$ cat src/rtl/dma_desc_queue_pkg.sv
// Shared descriptor/response types for the DMA descriptor queueing stage.
// The ADDR_WIDTH localparam fixes the address field width of dma_desc_t.
package dma_desc_pkg;

   localparam int ADDR_WIDTH = 16;
   localparam int DESC_W     = 29 + 2 * ADDR_WIDTH;
   localparam int RESP_W     = 10;

   localparam int ERR_RESP_UNDERFLOW = 0;
   localparam int ERR_DESC_REJECT    = 1;

   typedef struct packed {
      logic                  endian;
      logic                  write;
      logic [1:0]            ch_sel;
      logic [7:0]            len;
      logic [2:0]            size;
      logic [1:0]            burst;
      logic [3:0]            sel;
      logic [7:0]            id;
      logic [ADDR_WIDTH-1:0] dma_addr;
      logic [ADDR_WIDTH-1:0] mem_addr;
   } dma_desc_t;

   typedef struct packed {
      logic [7:0] id;
      logic [1:0] ch_sel;
   } dma_resp_t;

   // A descriptor the DMA core cannot execute: empty, bad channel, oversize beat or reserved burst.
   function automatic logic descRejected(input dma_desc_t d, input int numCh);
      return (d.len == 8'd0) || (int'(d.ch_sel) >= numCh) ||
             (d.size > 3'd3) || (d.burst == 2'b11);
   endfunction

endpackage

$ cat src/rtl/dma_desc_queue_fifo.sv
// Count-based first-word fall-through synchronous FIFO; the caller qualifies push/pop strobes.
// o_countNext exposes the count the next edge will load, for registered status derived downstream.
module dma_sync_fifo #(
   parameter int WIDTH = 8,
   parameter int AW    = 3
) (
   input  logic             clk,
   input  logic             rst,
   input  logic             i_flush,
   input  logic             i_push,
   input  logic             i_pop,
   input  logic [WIDTH-1:0] i_data,
   output logic [WIDTH-1:0] o_data,
   output logic [AW:0]      o_count,
   output logic [AW:0]      o_countNext,
   output logic             o_full,
   output logic             o_empty
);

   localparam logic [AW:0] DEPTH = (AW+1)'(2**AW);

   logic [WIDTH-1:0] r_mem [2**AW];
   logic [AW-1:0]    r_wrPtr;
   logic [AW-1:0]    r_rdPtr;
   logic [AW:0]      r_count;
   logic             w_push;
   logic             w_pop;

   assign o_full  = (r_count == DEPTH);
   assign o_empty = (r_count == '0);
   assign o_count = r_count;
   assign o_data  = r_mem[r_rdPtr];
   assign w_push  = i_push && !o_full && !i_flush;
   assign w_pop   = i_pop && !o_empty && !i_flush;

   always_comb begin
      o_countNext = r_count;
      if (i_flush)
         o_countNext = '0;
      else if (w_push && !w_pop)
         o_countNext = r_count + (AW+1)'(1);
      else if (w_pop && !w_push)
         o_countNext = r_count - (AW+1)'(1);
   end

   always_ff @(posedge clk or posedge rst) begin
      if (rst) begin
         r_wrPtr <= '0;
         r_rdPtr <= '0;
         r_count <= '0;
      end else if (i_flush) begin
         r_wrPtr <= '0;
         r_rdPtr <= '0;
         r_count <= '0;
      end else begin
         if (w_push) r_wrPtr <= r_wrPtr + AW'(1);
         if (w_pop)  r_rdPtr <= r_rdPtr + AW'(1);
         r_count <= o_countNext;
      end
   end

   // Storage is deliberately not reset; only pointers/count define what is valid.
   always_ff @(posedge clk) begin
      if (w_push) r_mem[r_wrPtr] <= i_data;
   end

endmodule

$ cat src/rtl/dma_desc_queue.sv
// Descriptor and response queues in front of the DMA core, with outstanding tracking and status.
// Define DMA_DESC_CHECK_EN to drop malformed host descriptors and flag them in o_err[1].
module dma_desc_queue
   import dma_desc_pkg::*;
#(
   parameter int APB_STR_CHA  = 2,
   parameter int DESC_FIFO_AW = 3,
   parameter int RESP_FIFO_AW = 3,
   parameter int OUTST_W      = 8
) (
   input  logic               aclk,
   input  logic               areset,
   input  logic               aenable,
   input  logic               i_flush,
   input  logic               i_host_desc_valid,
   input  logic [DESC_W-1:0]  i_host_desc,
   output logic               o_host_desc_ready,
   output logic               o_desc_rready,
   output logic [DESC_W-1:0]  o_desc,
   input  logic               i_desc_rd,
   output logic               o_resp_wready,
   input  logic               i_resp_wr,
   input  logic [RESP_W-1:0]  i_resp,
   output logic               o_host_resp_valid,
   output logic [RESP_W-1:0]  o_host_resp,
   input  logic               i_host_resp_ready,
   output logic [OUTST_W-1:0] o_outstanding,
   output logic               o_idle,
   output logic [1:0]         o_err
);

   logic                  w_active;
   logic                  w_descFull, w_descEmpty, w_respFull, w_respEmpty;
   logic [DESC_FIFO_AW:0] w_descCount, w_descCountNext;
   logic [RESP_FIFO_AW:0] w_respCount, w_respCountNext;
   logic                  w_descAccept, w_descWr, w_descPop, w_respPush, w_respPop;
   logic                  w_reject, w_outstSat, w_underflow;
   logic [OUTST_W-1:0]    w_outstNext;
   logic [OUTST_W-1:0]    r_outst;
   logic [1:0]            r_err;
   logic                  r_idle;

   // Handshake outputs drop immediately on reset or disable, independent of the registered counts.
   assign w_active          = aenable && !areset;
   assign w_outstSat        = &r_outst;
   assign o_host_desc_ready = w_active && !w_descFull && !w_outstSat;
   assign o_desc_rready     = w_active && !w_descEmpty;
   assign o_resp_wready     = w_active && !w_respFull;
   assign o_host_resp_valid = w_active && !w_respEmpty;

   assign w_descAccept = i_host_desc_valid && o_host_desc_ready && !i_flush;
   assign w_descWr     = w_descAccept && !w_reject;
   assign w_descPop    = i_desc_rd && o_desc_rready && !i_flush;
   assign w_respPush   = i_resp_wr && o_resp_wready && !i_flush;
   assign w_respPop    = i_host_resp_ready && o_host_resp_valid && !i_flush;

`ifdef DMA_DESC_CHECK_EN
   dma_desc_t w_hostDesc;
   assign w_hostDesc = dma_desc_t'(i_host_desc);
   assign w_reject   = descRejected(w_hostDesc, APB_STR_CHA);
`else
   assign w_reject   = 1'b0;
`endif

   dma_sync_fifo #(.WIDTH(DESC_W), .AW(DESC_FIFO_AW)) u_descFifo (
      .clk(aclk), .rst(areset), .i_flush(i_flush),
      .i_push(w_descWr), .i_pop(w_descPop), .i_data(i_host_desc),
      .o_data(o_desc), .o_count(w_descCount), .o_countNext(w_descCountNext),
      .o_full(w_descFull), .o_empty(w_descEmpty)
   );

   dma_sync_fifo #(.WIDTH(RESP_W), .AW(RESP_FIFO_AW)) u_respFifo (
      .clk(aclk), .rst(areset), .i_flush(i_flush),
      .i_push(w_respPush), .i_pop(w_respPop), .i_data(i_resp),
      .o_data(o_host_resp), .o_count(w_respCount), .o_countNext(w_respCountNext),
      .o_full(w_respFull), .o_empty(w_respEmpty)
   );

   // A response with nothing outstanding is an underflow; the counter pins at zero.
   always_comb begin
      w_outstNext = r_outst;
      w_underflow = 1'b0;
      if (w_descPop && !w_respPush) begin
         if (!w_outstSat) w_outstNext = r_outst + OUTST_W'(1);
      end else if (w_respPush && !w_descPop) begin
         if (r_outst == '0) w_underflow = 1'b1;
         else               w_outstNext = r_outst - OUTST_W'(1);
      end
   end

   // Flush leaves the outstanding count alone since in-flight responses still return.
   always_ff @(posedge aclk or posedge areset) begin
      if (areset) begin
         r_outst <= '0;
         r_err   <= '0;
         r_idle  <= 1'b1;
      end else if (i_flush) begin
         r_err  <= '0;
         r_idle <= (r_outst == '0);
      end else if (aenable) begin
         r_outst <= w_outstNext;
         if (w_underflow)             r_err[ERR_RESP_UNDERFLOW] <= 1'b1;
         if (w_descAccept && w_reject) r_err[ERR_DESC_REJECT]   <= 1'b1;
         r_idle <= (w_descCountNext == '0) && (w_respCountNext == '0) && (w_outstNext == '0);
      end
   end

   assign o_outstanding = r_outst;
   assign o_idle        = r_idle;
   assign o_err         = r_err;

endmodule

$ cat config.mk
export PLATFORM = sky130hd
export DESIGN_NAME = dma_desc_queue
export DESIGN_NICKNAME = d
export VERILOG_FILES = /design/src/rtl/dma_desc_queue_pkg.sv /design/src/rtl/dma_desc_queue_fifo.sv /design/src/rtl/dma_desc_queue.sv
export SDC_FILE = /design/constraint.sdc
export NUM_CORES = 1
export LEC_CHECK = 0
export CAP_MARGIN = 20
export CORE_AREA = 3 3 193 233
export CTS_CLUSTER_DIAMETER = 60
export CTS_CLUSTER_SIZE = 25
export DETAILED_ROUTE_END_ITERATION = 7
export DIE_AREA = 0 0 196 236
export MAX_ROUTING_LAYER = met4
export PLACE_DENSITY = 0.73
export SETUP_SLACK_MARGIN = 0.05
export SYNTH_ARGS = -nofsm -noshare
export SYNTH_HDL_FRONTEND = slang
export SYNTH_HIERARCHICAL = 1
export SYNTH_SLANG_ARGS = --single-unit
$ cat constraint.sdc
create_clock -name aclk -period 8.7 [get_ports aclk]
set_input_delay 1.74 -clock aclk [delete_from_list [all_inputs] [get_ports aclk]]
set_output_delay 1.74 -clock aclk [all_outputs]
set_load 0.02 [all_outputs]
=== Yosys cells after proc, flatten, opt, wreduce, memory -nomap -nowiden ===
Memory sizes are Yosys's and may differ from the RTL's.
Index checks and enable logic that the tools add are counted.

* Flip-flop bits (word level): 31
* Memory bits (writable): 568
* Input port bits: 79
* Output and inout bits: 86
* Word-level logic and storage cells: 115
* Memories: 2

{| class="wikitable"
|+ Memory list
! name !! depth !! width !! read ports !! clocked after Yosys merged registers in !! write ports !! line !! text
|-
| u_descFifo.r_mem || 8 || 61 || 1 || 0 || 1 || dma_desc_queue_fifo.sv:22 || <nowiki>logic [WIDTH-1:0] r_mem [2**AW];</nowiki>
|-
| u_respFifo.r_mem || 8 || 10 || 1 || 0 || 1 || dma_desc_queue_fifo.sv:22 ||
|}

* Add/subtract/negate cells: 10
* Equal/unequal tests: 2
* Mux-type cells: 32
* Bitwise operators: 1
* Reduce and logical (&&, ||, !) cells: 58

{| class="wikitable"
|+ Operators with widths
! kind !! number
|-
| 4-bit two-way mux || 8
|-
| 8-bit two-way mux || 4
|-
| 1-bit logical AND || 30
|-
| 3-bit two-way mux || 8
|-
| 4-bit zero test || 4
|-
| 8-bit zero test || 2
|-
| 1-bit zero test || 13
|-
| 3-bit by 1-bit adder with 3-bit output (second input constant) || 4
|-
| 2-bit nonzero test || 6
|-
| 1-bit two-way mux || 11
|-
| 4-bit by 1-bit adder with 4-bit output (second input constant) || 2
|-
| 8-bit by 1-bit adder with 8-bit output (second input constant) || 1
|-
| 4-bit == test (second input constant) || 2
|-
| 8-bit AND reduction || 1
|-
| 4-bit by 1-bit subtractor with 4-bit output (second input constant) || 2
|-
| 8-bit by 1-bit subtractor with 8-bit output (second input constant) || 1
|-
| 2-bit AND reduction || 2
|-
| 2-bit two-way mux || 1
|-
| 1-bit NOT || 1
|}

=== Depth between registers and ports, before layout ===
* Depth in word-level cells: 18
* Gate-level depth with buffers: 17
* Mapped depth without buffers: 15

=== Cells and area by module ===
The synthesis kept the hierarchy.

{| class="wikitable"
|+ Modules (own cells, without submodules)
! module !! instances !! cells each !! area each (µm²) !! sequential area each (µm²)
|-
| dma_sync_fifo at u_descFifo || 1 || 787 || 19,005.7 || 14,904.3
|-
| dma_sync_fifo at u_respFifo || 1 || 192 || 3,656.0 || 2,652.5
|-
| dma_desc_queue || 1 || 107 || 877.1 || 251.5
|}

=== Worst setup path before layout ===
OpenSTA, ideal clock, no wires.

* Path kind: input-to-reg
* Start point: input port areset
* End point: memory u_descFifo/r_mem[0][0] (netlist bit), enable pin
* Library setup time: 555 ps
* Data arrival time: 7,935 ps
* Required time: 8,145 ps
* Path slack: 210 ps
* Cell stages on the path: 7
* Buffers on the path: 1
* Path through: inv_1 nand2_1 nor3_1 and3b_2 clkbuf_1 or4b_1 nor3_1

* Cells in the longest elaborated chain, start to end: 10

{| class="wikitable"
|+ RTL lines
! what !! line !! text
|-
| from (decl) || dma_desc_queue.sv:12 || <nowiki>input logic areset,</nowiki>
|-
| 1-bit zero test (no line) || n/a ||
|-
| 1-bit logical AND || dma_desc_queue.sv:44 || <nowiki>assign w_active = aenable && !areset;</nowiki>
|-
| 1-bit logical AND (2 in a row) || dma_desc_queue.sv:46 || <nowiki>assign o_host_desc_ready = w_active && !w_descFull && !w_outstSat;</nowiki>
|-
| via o_host_desc_ready || dma_desc_queue.sv:17 || <nowiki>output logic o_host_desc_ready,</nowiki>
|-
| 1-bit logical AND (2 in a row) || dma_desc_queue.sv:51 || <nowiki>assign w_descAccept = i_host_desc_valid && o_host_desc_ready && !i_flush;</nowiki>
|-
| via w_descAccept || dma_desc_queue.sv:36 || <nowiki>logic w_descAccept, w_descWr, w_descPop, w_respPush, w_respPop;</nowiki>
|-
| 1-bit logical AND (2 in a row) || dma_desc_queue_fifo.sv:33 || <nowiki>assign w_push = i_push && !o_full && !i_flush;</nowiki>
|-
| 1-bit two-way mux || dma_desc_queue_fifo.sv:64 || <nowiki>if (w_push) r_mem[r_wrPtr] <= i_data;</nowiki>
|-
| 1-bit two-way mux (implied by the code) || dma_desc_queue_fifo.sv:64 ||
|-
| to (decl) || dma_desc_queue_fifo.sv:22 ||
|}

The timed path passes the listed nets, and every way through them passes these cells.

=== Worst setup path after layout ===
* Start point: register u_descFifo.r_rdPtr[1]
* End point: output port o_desc[54]

* Cells in the longest elaborated chain, start to end: 1

{| class="wikitable"
|+ RTL lines
! what !! line !! text
|-
| from (decl) || dma_desc_queue_fifo.sv:24 || <nowiki>logic [AW-1:0] r_rdPtr;</nowiki>
|-
| from (signal assigned) || dma_desc_queue_fifo.sv:57 || <nowiki>if (w_pop) r_rdPtr <= r_rdPtr + AW'(1);</nowiki>
|-
| memory 8 x 61 bit || n/a ||
|-
| to (decl) || dma_desc_queue.sv:19 || <nowiki>output logic [DESC_W-1:0] o_desc,</nowiki>
|}

Every way passes these cells.

==> flow_summary.toml <==
[placement]
gp_congestion = 0.844
portBuffers = 163
pre_cts_ws_ns = 2.98
hpwlAfterDp_um = 24000

[setup_path]
crit_fanout = 69
crit_family = "buffers and inverters"
worstSetupPathType = "register to primary output"
critical_path.cell_chain = "buf_4 -> mux4_2 -> mux2_2 -> clkdlybuf4s50_1"
arrival_ns = 3.81
cp.required_ns = 6.96
cp.buffers_inverters = 2
endpoint_kind = "primary output"
cpPeakStageDelay_ns = 1.07
crit_path_top_delay_cell = "dfrtp_4"
start_kind = "register"

[clock_tree]
path_clk_slew_ns = 0.09
h-tree-depth = 2
tritoncts = "built"
clockBufferDepth = 3
cts_hold_buf = 0
postCtsSetupBuffers = 0
root_buffer = "clkbuf_16"
cts_num_sinks = 598
numCtsBuffers = 34
cts_resized = 0
clock_latency_ns = 0.55

[timing]
timing.final.ws_setup_ns = 3.15
max_freq_ghz = 0.180
skew_ns = 0.0260
finalSetupTns_ns = 0
finalHoldViolCount = 0
relSlewSlack_pct = 26.8
fin_crit_sh_pct = 63.8
finalCriticalPeriod_ns = 5.55
tightest_slew_ns = 1.10
rsz0062_at_grt = "no"
drv_slew = 0
setup_viol = 0

[worst_hold_path]
hp-class = "register to register"

[finish]
layout_commonest_cell = "edfxtp_1"
synthToLayoutAreaGrowth_pct = 14.4
layout_common_cells = "568 x edfxtp_1, 163 x clkdlybuf4s50_1, 142 x mux4_2, 72 x mux2_2, 35 x nor2_1"
layout-drive-gt1-share_pct = 24.4
nets = 1341
final.fill_count = 2937

[synthesis]
syn_area_mm2 = 0.0235
syn_inst = 1086
ys_async_sr_fraction_pct = 5.02
yosysWarnings = 6
synth_fp_nets = 1176
synth_flop_cell = "edfxtp_1"
synthDistinctLibCells = 62
synth_area_per_cell_um2 = 21.7
synth_edf_count = 568
yosysSeqAreaShare_pct = 75.7
yosys_register_bits = 598

[run_status]
status = "completed"

[die]
dieArea_mm2 = 0.0463
initial_utilization_pct = 55.0
floorplan.rows = 83
dieHeight_um = 236
fp.coreArea_mm2 = 0.0428
io_pins = 165
fp.dieW_um = 196

[route]
drt_iter0_markers = 722
drtPass1Iterations = 5
routed_via_density = 6.01
ant_nets = 0
drt_wl_total_um = 43600
drc = 0
wire_per_inst_um = 23.9
vias = 10964

[power_and_ir_drop]
total_power_mw = 5.16
p_per_area_mw_per_mm2 = 192
peakVddDrop_uv = 178
leakage_nw = 8.29

[global_route]
track_usage_pct = 19.8
grt_start_max_net_pins = 109
first_global_vias = 11494
grt_overflow_total = 0
grt_antenna_before_repair = 4
grt_pass1_wl_um = 68400

[flow_run]
max-cap-violations = 0
[layout make-up]
| class | instances | area [um2] | area share (%) |
|---|---|---|---|
| Clock inverter | 20 | 273 | 1.01 |
| Sequential cell | 598 | 17800 | 66.2 |
| Multi-Input combinational cell | 418 | 5440 | 20.2 |
| Tap cell | 552 | 691 | 2.56 |
| Inverter | 18 | 67.6 | 0.251 |
| Clock buffer | 34 | 851 | 3.16 |
| Timing Repair Buffer | 181 | 1780 | 6.61 |
| Antenna cell | 4 | 10.0 | 0.0372 |
[power by group]
group	switching [mW]	internal (mW)	total [mW]
sequential	0.0264	3.16	3.19
combinational	0.112	0.0949	0.207
clock	0.902	0.861	1.76
[per-stage QoR]
stage               util, %  area [um2]  hold WS, ns  cells
floorplan                 -       23500        0.545   1086
CTS                    62.9       26900        0.522   1821
global placement       60.3       25800        0.485   1767
finish                 62.9       26900        0.511   1825
detailed placement     60.3       25800        0.502   1767
global route           62.9       26900        0.559   1825
[cells in the mapped netlist, drive strengths merged (10+ instances only)]
| master | instances | area (um2) |
|---|---|---|
| edfxtp | 568 | 17100 |
| dfrtp | 29 | 726 |
| a21oi | 10 | 50.1 |
| buf | 26 | 183 |
| nor2 | 42 | 160 |
| ha | 11 | 138 |
| inv | 18 | 67.6 |
| nand2 | 14 | 70.1 |
| mux4 | 142 | 3200 |
| nor3 | 14 | 86.3 |
| mux2 | 76 | 856 |
| clkbuf | 26 | 97.6 |
| nand3 | 13 | 65.1 |
[layer usage]
| metal | up-vias | wire length [um] | global-route usage, % | share of wire [%] |
|---|---|---|---|---|
| met3 | 57 | 2750 | 3.76 | 6.3 |
| li1 | 4824 | - | - | - |
| met2 | 315 | 22100 | 32.1 | 51 |
| met5 | - | 0 | - | 0 |
| met4 | 0 | 773 | 4.34 | 1.8 |
| met1 | 5768 | 18000 | 26.6 | 41 |
[worst paths after layout]
kind	from	end	slack, ns	cells after the start
max in group asynchronous	areset	u_descFifo/r_rdPtr[2]	6.74	2
worst min register to register	o_err[0]	o_err[0]	0.51	2
worst min-delay path	o_err[0]	o_err[0]	0.51	2
worst max-delay path	u_descFifo/r_rdPtr[1]	o_desc[54]	3.15	4
min in group asynchronous	areset	o_outstanding[5]	1.61	2
worst max register to register	o_outstanding[1]	u_descFifo/r_mem[4][21]	4.59	8
[registers in the layout, indices dropped and copies added (netlist names)]
| register | count |
|---|---|
| o_err | 1 |
| o_idle | 1 |
| o_outstanding | 8 |
| u_descFifo/o_count | 4 |
| u_descFifo/r_mem | 488 |
| u_descFifo/r_rdPtr | 3 |
| u_descFifo/r_wrPtr | 3 |
| u_respFifo/o_count | 4 |
| u_respFifo/r_mem | 80 |
| u_respFifo/r_rdPtr | 3 |
| u_respFifo/r_wrPtr | 3 |
[cells by family after synthesis]
logic type                 after synthesis  share of synthesized area, %
AOI/OAI and AO/OA                       41                          1.24
buffers and inverters                   70                          1.48
DFF                                    598                          75.7
other                                    1                        0.0159
xor gates and xnor gates                11                         0.468
muxes                                  223                          17.4
and+or+nand+nor                        131                          3.13
adders and majority gates               11                         0.585
[worst min-delay path, cell delays in order, from the launching register on]
cell and delay [ns]:
dfrtp_1 0.36, nor2_1 0.05, nor2_1 0.07
Power figures use the tool's default switching activity.
